==> src/rtl/ex_mem_stage.sv <==
// EX->MEM pipeline register: 2-entry skid buffer, branch resolution from ALU flags, fetch redirect.
// Optional sticky overflow flag enabled by defining EX_MEM_STICKY_OVF_EN.
module ex_mem_stage #(
    parameter int N    = 32,
    parameter int RD_W = 5
) (
    input  logic            clk,
    input  logic            rst,
    input  logic            in_valid,
    output logic            in_ready,
    input  logic [N-1:0]    alu_result,
    input  logic            f_negative,
    input  logic            f_zero,
    input  logic            f_carry,
    input  logic            f_overflow,
    input  logic [2:0]      branch_op,
    input  logic [N-1:0]    branch_target,
    input  logic [RD_W-1:0] rd_in,
    input  logic            reg_write_in,
    input  logic            flush,
    output logic            out_valid,
    input  logic            out_ready,
    output logic [N-1:0]    out_result,
    output logic [RD_W-1:0] out_rd,
    output logic            out_reg_write,
    output logic            redirect_valid,
    output logic [N-1:0]    redirect_pc,
    output logic            ovf_sticky,
    input  logic            ovf_clear
);

    logic            head_valid_q, head_valid_d;
    logic [N-1:0]    head_result_q, head_result_d;
    logic [RD_W-1:0] head_rd_q, head_rd_d;
    logic            head_rw_q, head_rw_d;
    logic            skid_valid_q, skid_valid_d;
    logic [N-1:0]    skid_result_q, skid_result_d;
    logic [RD_W-1:0] skid_rd_q, skid_rd_d;
    logic            skid_rw_q, skid_rw_d;
    logic            in_ready_q, in_ready_d;
    logic            redirect_valid_q, redirect_valid_d;
    logic [N-1:0]    redirect_pc_q, redirect_pc_d;
    logic            accept, drain, taken;

    // A flushed cycle accepts nothing, so a dropped branch cannot redirect either.
    assign accept = in_valid & in_ready_q & ~flush;
    assign drain  = head_valid_q & out_ready;

    always_comb begin
        taken = 1'b0;
        case (branch_op)
            3'b001:  taken = f_zero;
            3'b010:  taken = ~f_zero;
            3'b011:  taken = f_negative ^ f_overflow;
            3'b100:  taken = ~(f_negative ^ f_overflow);
            3'b101:  taken = ~f_carry;
            3'b110:  taken = f_carry;
            default: taken = 1'b0;
        endcase
    end

    always_comb begin
        head_valid_d  = head_valid_q & ~drain;
        head_result_d = head_result_q;
        head_rd_d     = head_rd_q;
        head_rw_d     = head_rw_q;
        skid_valid_d  = skid_valid_q;
        skid_result_d = skid_result_q;
        skid_rd_d     = skid_rd_q;
        skid_rw_d     = skid_rw_q;
        if (drain && skid_valid_q) begin
            head_valid_d  = 1'b1;
            head_result_d = skid_result_q;
            head_rd_d     = skid_rd_q;
            head_rw_d     = skid_rw_q;
            skid_valid_d  = 1'b0;
        end
        // Accept implies the skid is empty, since in_ready mirrors !skid_valid.
        if (accept) begin
            if (!head_valid_q || drain) begin
                head_valid_d  = 1'b1;
                head_result_d = alu_result;
                head_rd_d     = rd_in;
                head_rw_d     = reg_write_in;
            end else begin
                skid_valid_d  = 1'b1;
                skid_result_d = alu_result;
                skid_rd_d     = rd_in;
                skid_rw_d     = reg_write_in;
            end
        end
        if (flush) begin
            head_valid_d = 1'b0;
            skid_valid_d = 1'b0;
        end
        in_ready_d       = ~skid_valid_d;
        redirect_valid_d = accept & taken;
        redirect_pc_d    = (accept && taken) ? branch_target : redirect_pc_q;
    end

    always_ff @(posedge clk or posedge rst) begin
        if (rst) begin
            head_valid_q     <= 1'b0;
            head_result_q    <= '0;
            head_rd_q        <= '0;
            head_rw_q        <= 1'b0;
            skid_valid_q     <= 1'b0;
            skid_result_q    <= '0;
            skid_rd_q        <= '0;
            skid_rw_q        <= 1'b0;
            in_ready_q       <= 1'b0;
            redirect_valid_q <= 1'b0;
            redirect_pc_q    <= '0;
        end else begin
            head_valid_q     <= head_valid_d;
            head_result_q    <= head_result_d;
            head_rd_q        <= head_rd_d;
            head_rw_q        <= head_rw_d;
            skid_valid_q     <= skid_valid_d;
            skid_result_q    <= skid_result_d;
            skid_rd_q        <= skid_rd_d;
            skid_rw_q        <= skid_rw_d;
            in_ready_q       <= in_ready_d;
            redirect_valid_q <= redirect_valid_d;
            redirect_pc_q    <= redirect_pc_d;
        end
    end

    assign in_ready       = in_ready_q;
    assign out_valid      = head_valid_q;
    assign out_result     = head_result_q;
    assign out_rd         = head_rd_q;
    assign out_reg_write  = head_valid_q & head_rw_q;
    assign redirect_valid = redirect_valid_q;
    assign redirect_pc    = redirect_pc_q;

`ifdef EX_MEM_STICKY_OVF_EN
    logic ovf_sticky_q, ovf_sticky_d;

    // Only non-branch entries count; a set in the same cycle as a clear wins.
    always_comb begin
        ovf_sticky_d = ovf_sticky_q;
        if (ovf_clear)
            ovf_sticky_d = 1'b0;
        if (accept && f_overflow && (branch_op == 3'b000 || branch_op == 3'b111))
            ovf_sticky_d = 1'b1;
    end

    always_ff @(posedge clk or posedge rst) begin
        if (rst)
            ovf_sticky_q <= 1'b0;
        else
            ovf_sticky_q <= ovf_sticky_d;
    end

    assign ovf_sticky = ovf_sticky_q;
`else
    logic ovf_unused;
    assign ovf_unused = &{1'b0, ovf_clear};
    assign ovf_sticky = 1'b0;
`endif

endmodule
==> config.mk <==
export PLATFORM = sky130hd
export DESIGN_NAME = ex_mem_stage
export DESIGN_NICKNAME = d
export VERILOG_FILES = /design/src/rtl/ex_mem_stage.sv
export SDC_FILE = /design/constraint.sdc
export NUM_CORES = 1
export LEC_CHECK = 0
export CAP_MARGIN = 10
export CORE_ASPECT_RATIO = 0.6
export CORE_UTILIZATION = 46
export DETAILED_ROUTE_END_ITERATION = 12
export PLACE_DENSITY = 0.79
export SYNTH_ARGS = -nofsm -noshare
export SYNTH_HDL_FRONTEND = slang
export SYNTH_SLANG_ARGS = --single-unit
export TNS_END_PERCENT = 1
==> constraint.sdc <==
create_clock -name clk -period 3.9 [get_ports clk]
set_input_delay 0.39 -clock clk [delete_from_list [all_inputs] [get_ports clk]]
set_output_delay 0.39 -clock clk [all_outputs]
set_load 0.01 [all_outputs]
==> impl_metrics.csv, run 1 <==
group,metric,value,unit
sta,rsz0062_at_grt,"false",
floorplan,core,9879,um2
floorplan,start_util,47.56,%
sta,report.final.slew_viol_count,0,
synth,ys_types,21,
worst_setup_path,worstPathArrival,2.62,ns
pwr,pwr-share-clk,25.4,%
floorplan,io_pins,157,
grt,grt_pass1_wl,16190,um
clocking,cts-resized-gates,0,
final_layout,n_antenna_cell,0,
pwr,leakagePower,3.117,nW
clocking,cts_max_level,3,
final_layout,area_delta_synth_final,41.07,%
routing,routed_wl,10060,um
routing,routed-via-count,3137,
sta,max_freq,417.5,MHz
routing,drt_first_iter_violations,191,
sta,setup_viol,0,
pwr,power_frac_seq,47.4,%
flow_run,drv_cap,0,
final_layout,multi_input_area,1779,um2
worst_setup_path,worstPathRequired,4.12,ns
clocking,cts_hold_buf,0,
placed_design,gp_congestion,0.7421,
final_layout,nets,574,
routing,dr.pass1.iters,4,
synth,synthCells,340,
sta,hold_ws,0.5068,ns
worst_setup_path,cp-end-kind,"flop",
grt,grt_pass1_vias,3203,
sta,hold_violations,0,
pwr,power_density,501.0,nW/um2
pwr,max-vdd-ir-drop,0.2654,mV
synth,synth_edf_count,0,
worst_setup_path,crit_path_max_fanout,33,
clocking,clk_latency,0.34,ns
final_layout,fill_cells,735,
routing,via_per_inst,4.971,
synth,ys_warn_count,0,
grt,grt_antenna_before_repair,0,
status,outcome,"completed",
floorplan,dieHeight,80.28,um
synth,yosysSeqAreaShare,59.65,%
floorplan,std_cell_rows,28,
clocking,clk_pin_slew,0.07,ns
sta,period_needed,2.395,ns
floorplan,die_x,132.5,um
pwr,combPwrFrac,27.2,%
clocking,clkSinkCount,112,
final_layout,layout-drive-gt1-share,19.35,%
synth,synth_area,4698,um2
final_layout,fin_cells,631,
routing,wire_per_inst,15.94,um
synth,synth_nets,423,
worst_setup_path,rrSetupSlack,1.66,ns
sta,fin_setup_tns,0,ns
clocking,post-cts-setup-buffers,0,
final_layout,final_common_cell,"clkdlybuf4s50_1",
sta,slew_headroom,37.27,%
synth,ys_ff_latch,112,
floorplan,die_area,10630,um2
worst_setup_path,cp-start-kind,"primary input",
pwr,p_switching,0.8493,mW
pwr,p_int,2.471,mW
sta,period_share,61.41,%
clocking,ctsRootBufferMaster,"clkbuf_16",
grt,gr-usage-all-layers,19.93,%
placed_design,place_inst,615,
sta,worst_pin_slew,0.9410,ns
placed_design,io_buffers,154,
pwr,p_total,3.320,mW
clocking,cts_made_buffers,9,
synth,ys_async_sr_fraction,100.0,%
sta,clock_skew,0.004751,ns
grt,gr-total-overflow,0,
final_layout,register_area,2803,um2
pwr,swShare,25.58,%
placed_design,dp_hpwl,7040,um
synth,synth-main-ff-cell,"dfrtp_1",
final_layout,final_core_util,67.08,%
grt,grt_max_degree,79,
clocking,cts_tree,"yes",
synth,syn_area_per_cell,13.82,um2
final_layout,final_cell_mix,"clkdlybuf4s50_1 (154), dfrtp_1 (112), nand2_1 (41), mux2_2 (41), mux2i_1 (40)",
worst_setup_path,critPathKind,"in -> reg",
routing,ant_nets,0,
clocking,cts_buffer_depth,2,
min_path,worstHoldPathType,"reg -> reg",
routing,drc,0,
worst max-delay path, cell delays in order:
cell,delay (ns)
clkdlybuf4s50_1,0.48
mux2_4,0.30
mux2i_1,0.24
nand4b_4,0.66
mux2_4,0.54
area by class of cell:
class,count,area share [%]
clock buffer,12,3.719
sequential,112,42.29
timing repair buffer,160,23.94
clock inverter,4,0.4531
inverter,3,0.2077
multi-input combinational,205,26.85
tap,135,2.549
through the flow:
stage	setup slack (ns)	area [um2]
floorplan	0.5510	4698
CTS	1.487	6628
detailed placement	1.125	6351
finish	1.505	6628
global placement	1.156	6351
global route	1.407	6628
power groups by stage:
stage | Combinational [mW] | Clock (mW) | Sequential (mW)
after floorplan | 0.349 | 0 | 1.64
after global placement | 0.887 | 0 | 1.58
after detailed placement | 0.908 | 0 | 1.59
after CTS | 0.911 | 0.873 | 1.57
after global routing | 0.965 | 0.914 | 1.61
final | 0.902 | 0.844 | 1.57
synth_stat cells, types with 3 or more instances:
| cell | n | area, um2 |
|---|---|---|
| inv_1 | 3 | 11.26 |
| mux2_4 | 30 | 450.4 |
| o21ai_0 | 39 | 195.2 |
| nand2_1 | 41 | 153.9 |
| buf_4 | 4 | 30.03 |
| nor2_1 | 3 | 11.26 |
| buf_6 | 3 | 33.78 |
| mux2i_1 | 40 | 400.4 |
| mux2_2 | 41 | 461.7 |
| buf_2 | 9 | 45.04 |
| dfrtp_1 | 112 | 2803 |
| clkbuf_1 | 4 | 15.01 |
per-layer routing:
layer	global-route usage, %	wire length (um)
met2	31.47	4696
met3	7.197	653
met1	26.07	4589
met5	0	0
met4	5.287	117
kinds of logic (layout without fill, tap and decap cells):
| group | count (synthesis) | in the layout | synth area share (%) |
|---|---|---|---|
| compound gates | 44 | 44 | 4.874 |
| simple gates | 48 | 48 | 4.394 |
| other cells | 1 | 1 | 0.07982 |
| mux | 111 | 111 | 27.94 |
| flops | 112 | 112 | 59.65 |
| xor+xnor | 1 | 1 | 0.1865 |
| buf+inv | 23 | 179 | 2.876 |
sequential cells by signal, summed over array words and instances, names as in the netlist:
signal	count
redirect_pc	32
out_rd	5
redirect_valid	1
out_valid	1
in_ready	1
skid_rd_q	5
head_rw_q	1
skid_valid_q	1
skid_result_q	32
skid_rw_q	1
out_result	32
worst paths after layout:
check | from | endpoint | cells after the start
worst min register to register | skid_result_q[21] | skid_result_q[21] | 1
worst max register to register | in_ready | skid_result_q[10] | 5
min in group asynchronous | rst | redirect_pc[3] | 2
worst min-delay path | skid_result_q[21] | skid_result_q[21] | 1
max in group asynchronous | rst | out_result[30] | 3
worst max-delay path | f_carry | redirect_pc[10] | 5
(Power assumes the default switching activity.)
==> run 2, diff against run 1 <==
==> constraint.sdc (replaced) <==
create_clock -name clk -period 2.34 [get_ports clk]
set_input_delay 0.234 -clock clk [delete_from_list [all_inputs] [get_ports clk]]
set_output_delay 0.234 -clock clk [all_outputs]
set_load 0.01 [all_outputs]
==> impl_metrics.csv, run 2 (synthesized netlist as in run 1, its figures left out) <==
group,metric,value,unit
grt,gr-total-overflow,0,
sta,rsz0062_at_grt,"false",
sta,clock_skew,0.005568,ns
routing,via_per_inst,4.986,
routing,drc,0,
pwr,swShare,25.77,%
routing,routed-via-count,3171,
routing,dr.pass1.iters,4,
routing,drt_first_iter_violations,111,
worst_setup_path,cp-end-kind,"output pin",
worst_setup_path,rr_endpoint,"skid_result_q[15]",
worst_setup_path,cp-start-kind,"flop",
floorplan,std_cell_rows,28,
floorplan,die_area,10630,um2
sta,fin_setup_tns,0,ns
sta,period_share,77.70,%
worst_setup_path,crit_path_max_fanout,9,
sta,hold_ws,0.2382,ns
routing,routed_wl,10380,um
worst_setup_path,critPathCapture,"out_reg_write",
grt,grt_antenna_before_repair,0,
grt,grt_pass1_vias,3272,
worst_setup_path,critPathKind,"reg -> out",
pwr,power_density,833.3,nW/um2
pwr,max-vdd-ir-drop,0.3873,mV
clocking,cts_tree,"yes",
placed_design,io_buffers,154,
pwr,combPwrFrac,27.1,%
floorplan,dieHeight,80.28,um
pwr,p_switching,1.443,mW
sta,hold_violations,0,
sta,report.final.slew_viol_count,0,
clocking,ctsRootBufferMaster,"clkbuf_16",
grt,grt_max_degree,53,
clocking,post-cts-setup-buffers,0,
final_layout,final_common_cell,"clkdlybuf4s50_1",
final_layout,final_core_util,68.00,%
worst_setup_path,worstPathArrival,1.58,ns
pwr,pwr-share-clk,25.9,%
final_layout,fin_area,6718,um2
floorplan,start_util,47.56,%
floorplan,core,9879,um2
clocking,cts_max_level,3,
worst_setup_path,reg2regPathDepth,5,
clocking,cts-resized-gates,0,
worst_setup_path,r2r-start,"in_ready",
final_layout,area_delta_synth_final,42.98,%
status,outcome,"completed",
routing,ant_nets,0,
grt,grt_pass1_wl,17120,um
worst_setup_path,crit_start,"out_valid",
pwr,p_total,5.598,mW
final_layout,fin_cells,636,
sta,setup_viol,0,
placed_design,place_inst,621,
clocking,clkSinkCount,112,
pwr,leakagePower,3.159,nW
clocking,cts_made_buffers,9,
clocking,cts_hold_buf,0,
final_layout,fill_cells,709,
grt,gr-usage-all-layers,21.10,%
pwr,p_int,4.155,mW
clocking,clk_latency,0.35,ns
placed_design,post-place-ws,0.2306,ns
worst_setup_path,worstPathRequired,2.11,ns
clocking,clk_pin_slew,0.07,ns
final_layout,n_antenna_cell,0,
placed_design,place_area,6435,um2
sta,period_needed,1.818,ns
sta,timing.final.ws_setup,0.5218,ns
clocking,cts_buffer_depth,2,
pwr,power_frac_seq,47.0,%
final_layout,final_cell_mix,"clkdlybuf4s50_1 (154), dfrtp_1 (112), nand2_1 (41), mux2_2 (41), mux2i_1 (40)",
flow_run,drv_cap,0,
worst_setup_path,rrSetupSlack,0.63,ns
final_layout,nets,580,
floorplan,die_x,132.5,um
sta,max_freq,550.0,MHz
min_path,worstHoldPathType,"in -> async",
floorplan,io_pins,157,
final_layout,layout-drive-gt1-share,20.36,%
placed_design,gp_congestion,0.7454,
placed_design,dp_hpwl,7333,um
routing,wire_per_inst,16.32,um
[run 2: worst min path at each step]
stage / from / end / slack [ns]
2_1_floorplan: flush / out_valid / 0.30
5_1_grt: rst / out_result[17] / 0.26
3_3_place_gp: skid_result_q[18] / skid_result_q[18] / 0.49
6_report: rst / skid_result_q[20] / 0.24
3_5_place_dp: redirect_pc[10] / redirect_pc[10] / 0.49
4_1_cts: rst / skid_result_q[17] / 0.24
[run 2: routing by layer]
metal | track usage (%) | up-vias | part of all wire, %
met4 | 5.632 | 0 | 0.84
met1 | 28.89 | 1562 | 47
met2 | 32.21 | 104 | 45
li1 | - | 1494 | -
met3 | 7.008 | 11 | 7.6
met5 | 0 | - | 0
[run 2: power groups by stage]
stage | Clock, mW | Combinational [mW] | Sequential, mW
floorplan | 0 | 0.582 | 2.74
global placement | 0 | 1.48 | 2.63
CTS | 1.51 | 1.53 | 2.63
global route | 1.58 | 1.62 | 2.69
detailed placement | 0 | 1.53 | 2.66
finish | 1.45 | 1.52 | 2.63
[run 2: worst max-delay path, stage by stage (launching register included)]
cell and delay, ns:
dfrtp_1 0.52, and2_1 0.18, clkdlybuf4s50_1 0.54
[run 2: cell type report]
| cell class | count | area, um2 | area share [%] |
|---|---|---|---|
| Tap cell | 135 | 168.9 | 2.514 |
| Multi-Input combinational cell | 205 | 1779 | 26.49 |
| Timing Repair Buffer | 166 | 1669 | 24.85 |
| Inverter | 3 | 15.01 | 0.2235 |
| Sequential cell | 112 | 2803 | 41.72 |
| Clock buffer | 12 | 256.5 | 3.818 |
| Clock inverter | 3 | 26.28 | 0.3911 |
==> run 3, diff against run 2 <==
--- a/config.mk
+++ b/config.mk
@@ -7,9 +7,9 @@
 export LEC_CHECK = 0
 export CAP_MARGIN = 10
 export CORE_ASPECT_RATIO = 0.6
-export CORE_UTILIZATION = 46
+export CORE_UTILIZATION = 41
 export DETAILED_ROUTE_END_ITERATION = 12
-export PLACE_DENSITY = 0.79
+export PLACE_DENSITY = 0.75
 export SYNTH_ARGS = -nofsm -noshare
 export SYNTH_HDL_FRONTEND = slang
 export SYNTH_SLANG_ARGS = --single-unit
==> constraint.sdc (replaced) <==
create_clock -name clk -period 1.6 [get_ports clk]
set_input_delay 0.16 -clock clk [delete_from_list [all_inputs] [get_ports clk]]
set_output_delay 0.16 -clock clk [all_outputs]
set_load 0.01 [all_outputs]
==> impl_metrics.csv, run 3 (synthesized netlist as in run 1, its figures left out) <==
group,metric,value,unit
worst_setup_path,rr_endpoint,"redirect_pc[19]",
worst_setup_path,cp-start-kind,"primary input",
sta,fin_setup_tns,0,ns
clocking,cts_hold_buf,0,
grt,gr-total-overflow,0,
sta,hold_violations,0,
floorplan,core,10850,um2
pwr,combPwrFrac,26.9,%
sta,max_freq,628.2,MHz
worst_setup_path,worstPathRequired,1.83,ns
clocking,cts_buffer_depth,2,
sta,rsz0062_at_grt,"true",
floorplan,std_cell_rows,29,
worst_setup_path,crit_top_cell,"mux2_4",
worst_setup_path,critPathKind,"in -> reg",
worst_setup_path,worstPathArrival,1.82,ns
clocking,clk_latency,0.34,ns
placed_design,dp_hpwl,7731,um
grt,grtUsageMet1,25.67,%
clocking,ctsRootBufferMaster,"clkbuf_16",
clocking,cts_made_buffers,9,
worst_setup_path,cp-end-kind,"flop",
grt,gr-usage-all-layers,19.33,%
routing,via_per_inst,4.937,
sta,period_needed,1.592,ns
routing,routed_wl,10960,um
worst_setup_path,crit_path_max_fanout,33,
worst_setup_path,r2r-start,"in_ready",
worst_setup_path,critPathMaxStageDelay,0.48,ns
pwr,max-vdd-ir-drop,0.6749,mV
worst_setup_path,reg2regPathDepth,6,
pwr,pwr-share-clk,26.7,%
pwr,power_density,1216,nW/um2
grt,busiest_layer,"met2",
pwr,power_frac_seq,46.3,%
worst_setup_path,critPathSlowestCell,"clkdlybuf4s50_1",
worst_setup_path,path_cells,"clkdlybuf4s50_1 -> mux2_4 -> mux2i_2 -> nand4b_4 -> buf_12 -> mux2_4",
final_layout,final_common_cell,"clkdlybuf4s50_1",
placed_design,place_inst,629,
grt,grt_pass1_wl,17640,um
clocking,clk_pin_slew,0.07,ns
floorplan,die_area,11910,um2
grt,gr-usage-met2,30.55,%
floorplan,die_x,140.2,um
routing,drc,0,
final_layout,n_antenna_cell,0,
flow_run,drv_cap,0,
final_layout,layout-drive-gt1-share,22.09,%
pwr,swShare,25.99,%
routing,wire_per_inst,16.97,um
status,outcome,"completed",
routing,dr.pass1.iters,4,
worst_setup_path,rrSetupSlack,0.10,ns
final_layout,final_cell_mix,"clkdlybuf4s50_1 (154), dfrtp_1 (111), nand2_1 (41), mux2_2 (41)",
worst_setup_path,cp_top_family,"multiplexers",
sta,clock_skew,0.006217,ns
sta,report.final.slew_viol_count,0,
routing,routed-via-count,3189,
routing,drt_first_iter_violations,189,
final_layout,area_delta_synth_final,46.05,%
pwr,leakagePower,3.217,nW
clocking,cts_tree,"yes",
clocking,clkSinkCount,112,
placed_design,gp_congestion,0.7558,
pwr,p_switching,2.168,mW
min_path,worstHoldPathType,"in -> async",
sta,setup_viol,0,
placed_design,io_buffers,154,
worst_setup_path,crit_buf_inv,2,
sta,period_share,99.49,%
grt,grt_antenna_before_repair,0,
final_layout,fin_cells,646,
final_layout,nets,586,
floorplan,dieHeight,84.92,um
clocking,cts_max_level,3,
grt,grt_max_degree,60,
routing,ant_nets,0,
grt,grtUsageMet3,6.264,%
grt,grt_pass1_vias,3427,
floorplan,start_util,43.31,%
pwr,p_int,6.174,mW
floorplan,io_pins,157,
-- run 3: cell types whose count changed in the layout (fill, tap and decap cells not counted) --
cell and change:
buf_12 +6, clkbuf_8 -2, bufinv_16 +1, clkbuf_1 -1
clkinv_2 +1, clkinv_4 -1, clkinvlp_4 +1, dfrtp_1 -1
dfrtp_2 +1, inv_6 +1, mux2i_1 -1, mux2i_2 +1
nor2_1 -1, nor2_2 +1
-- run 3: worst min-delay path: cells and delay by family --
family / cells / cell delay, ns
buffers and inverters: 3 / 0.86
-- run 3: cell type report --
type                    instances  area [um2]
well taps                     139       173.9
clock buffers                   9       225.2
flip-flops and latches        112        2804
repair buffers                172        1789
clock inverters                 6       68.82
inverters                       3       15.01
multi-input cells             205        1785
fillers                       807        3988
-- run 3: power by group through the flow --
stage	Sequential [mW]	Combinational, mW	Clock [mW]
final	3.87	2.25	2.23
after global routing	3.95	2.40	2.41
after CTS	3.87	2.27	2.31
after detailed placement	3.91	2.26	0
after global placement	3.87	2.19	0
after floorplan	4.01	0.851	0
-- run 3: layer usage --
| layer | up-vias | wire length (um) |
|---|---|---|
| met4 | 0 | 130 |
| li1 | 1497 | - |
| met2 | 92 | 5113 |
| met5 | - | 0 |
| met3 | 13 | 652 |
| met1 | 1587 | 5067 |
-- run 3: repair_timing --
item	in CTS	in global routing
buffers inserted	2	0
endpoints found under the setup margin	14	56
gates resized for setup	2	1
-- run 3: worst max-delay path by stage --
stage	start	depth (start not counted)	slack [ns]	endpoint
2_1_floorplan	in_ready	6	-0.05	skid_rd_q[0]
3_3_place_gp	f_carry	6	-0.36	redirect_pc[29]
3_5_place_dp	f_carry	6	-0.39	redirect_pc[25]
4_1_cts	f_carry	6	0.01	redirect_pc[1]
5_1_grt	f_carry	6	-0.02	redirect_pc[13]
6_report	f_carry	6	0.008	redirect_pc[7]
-- run 3: through the flow --
stage	area [um2]	setup WS [ns]	total power, mW	hold WS, ns	utilization (%)
after floorplan	4702	-0.05434	4.860	0.2231	-
after global placement	6545	-0.3563	6.056	0.4876	60.33
after detailed placement	6545	-0.3850	6.164	0.4916	60.33
after CTS	6859	0.01342	8.444	0.3146	63.22
after global routing	6862	-0.01627	8.755	0.3363	63.25
final	6862	0.008118	8.342	0.3022	63.25
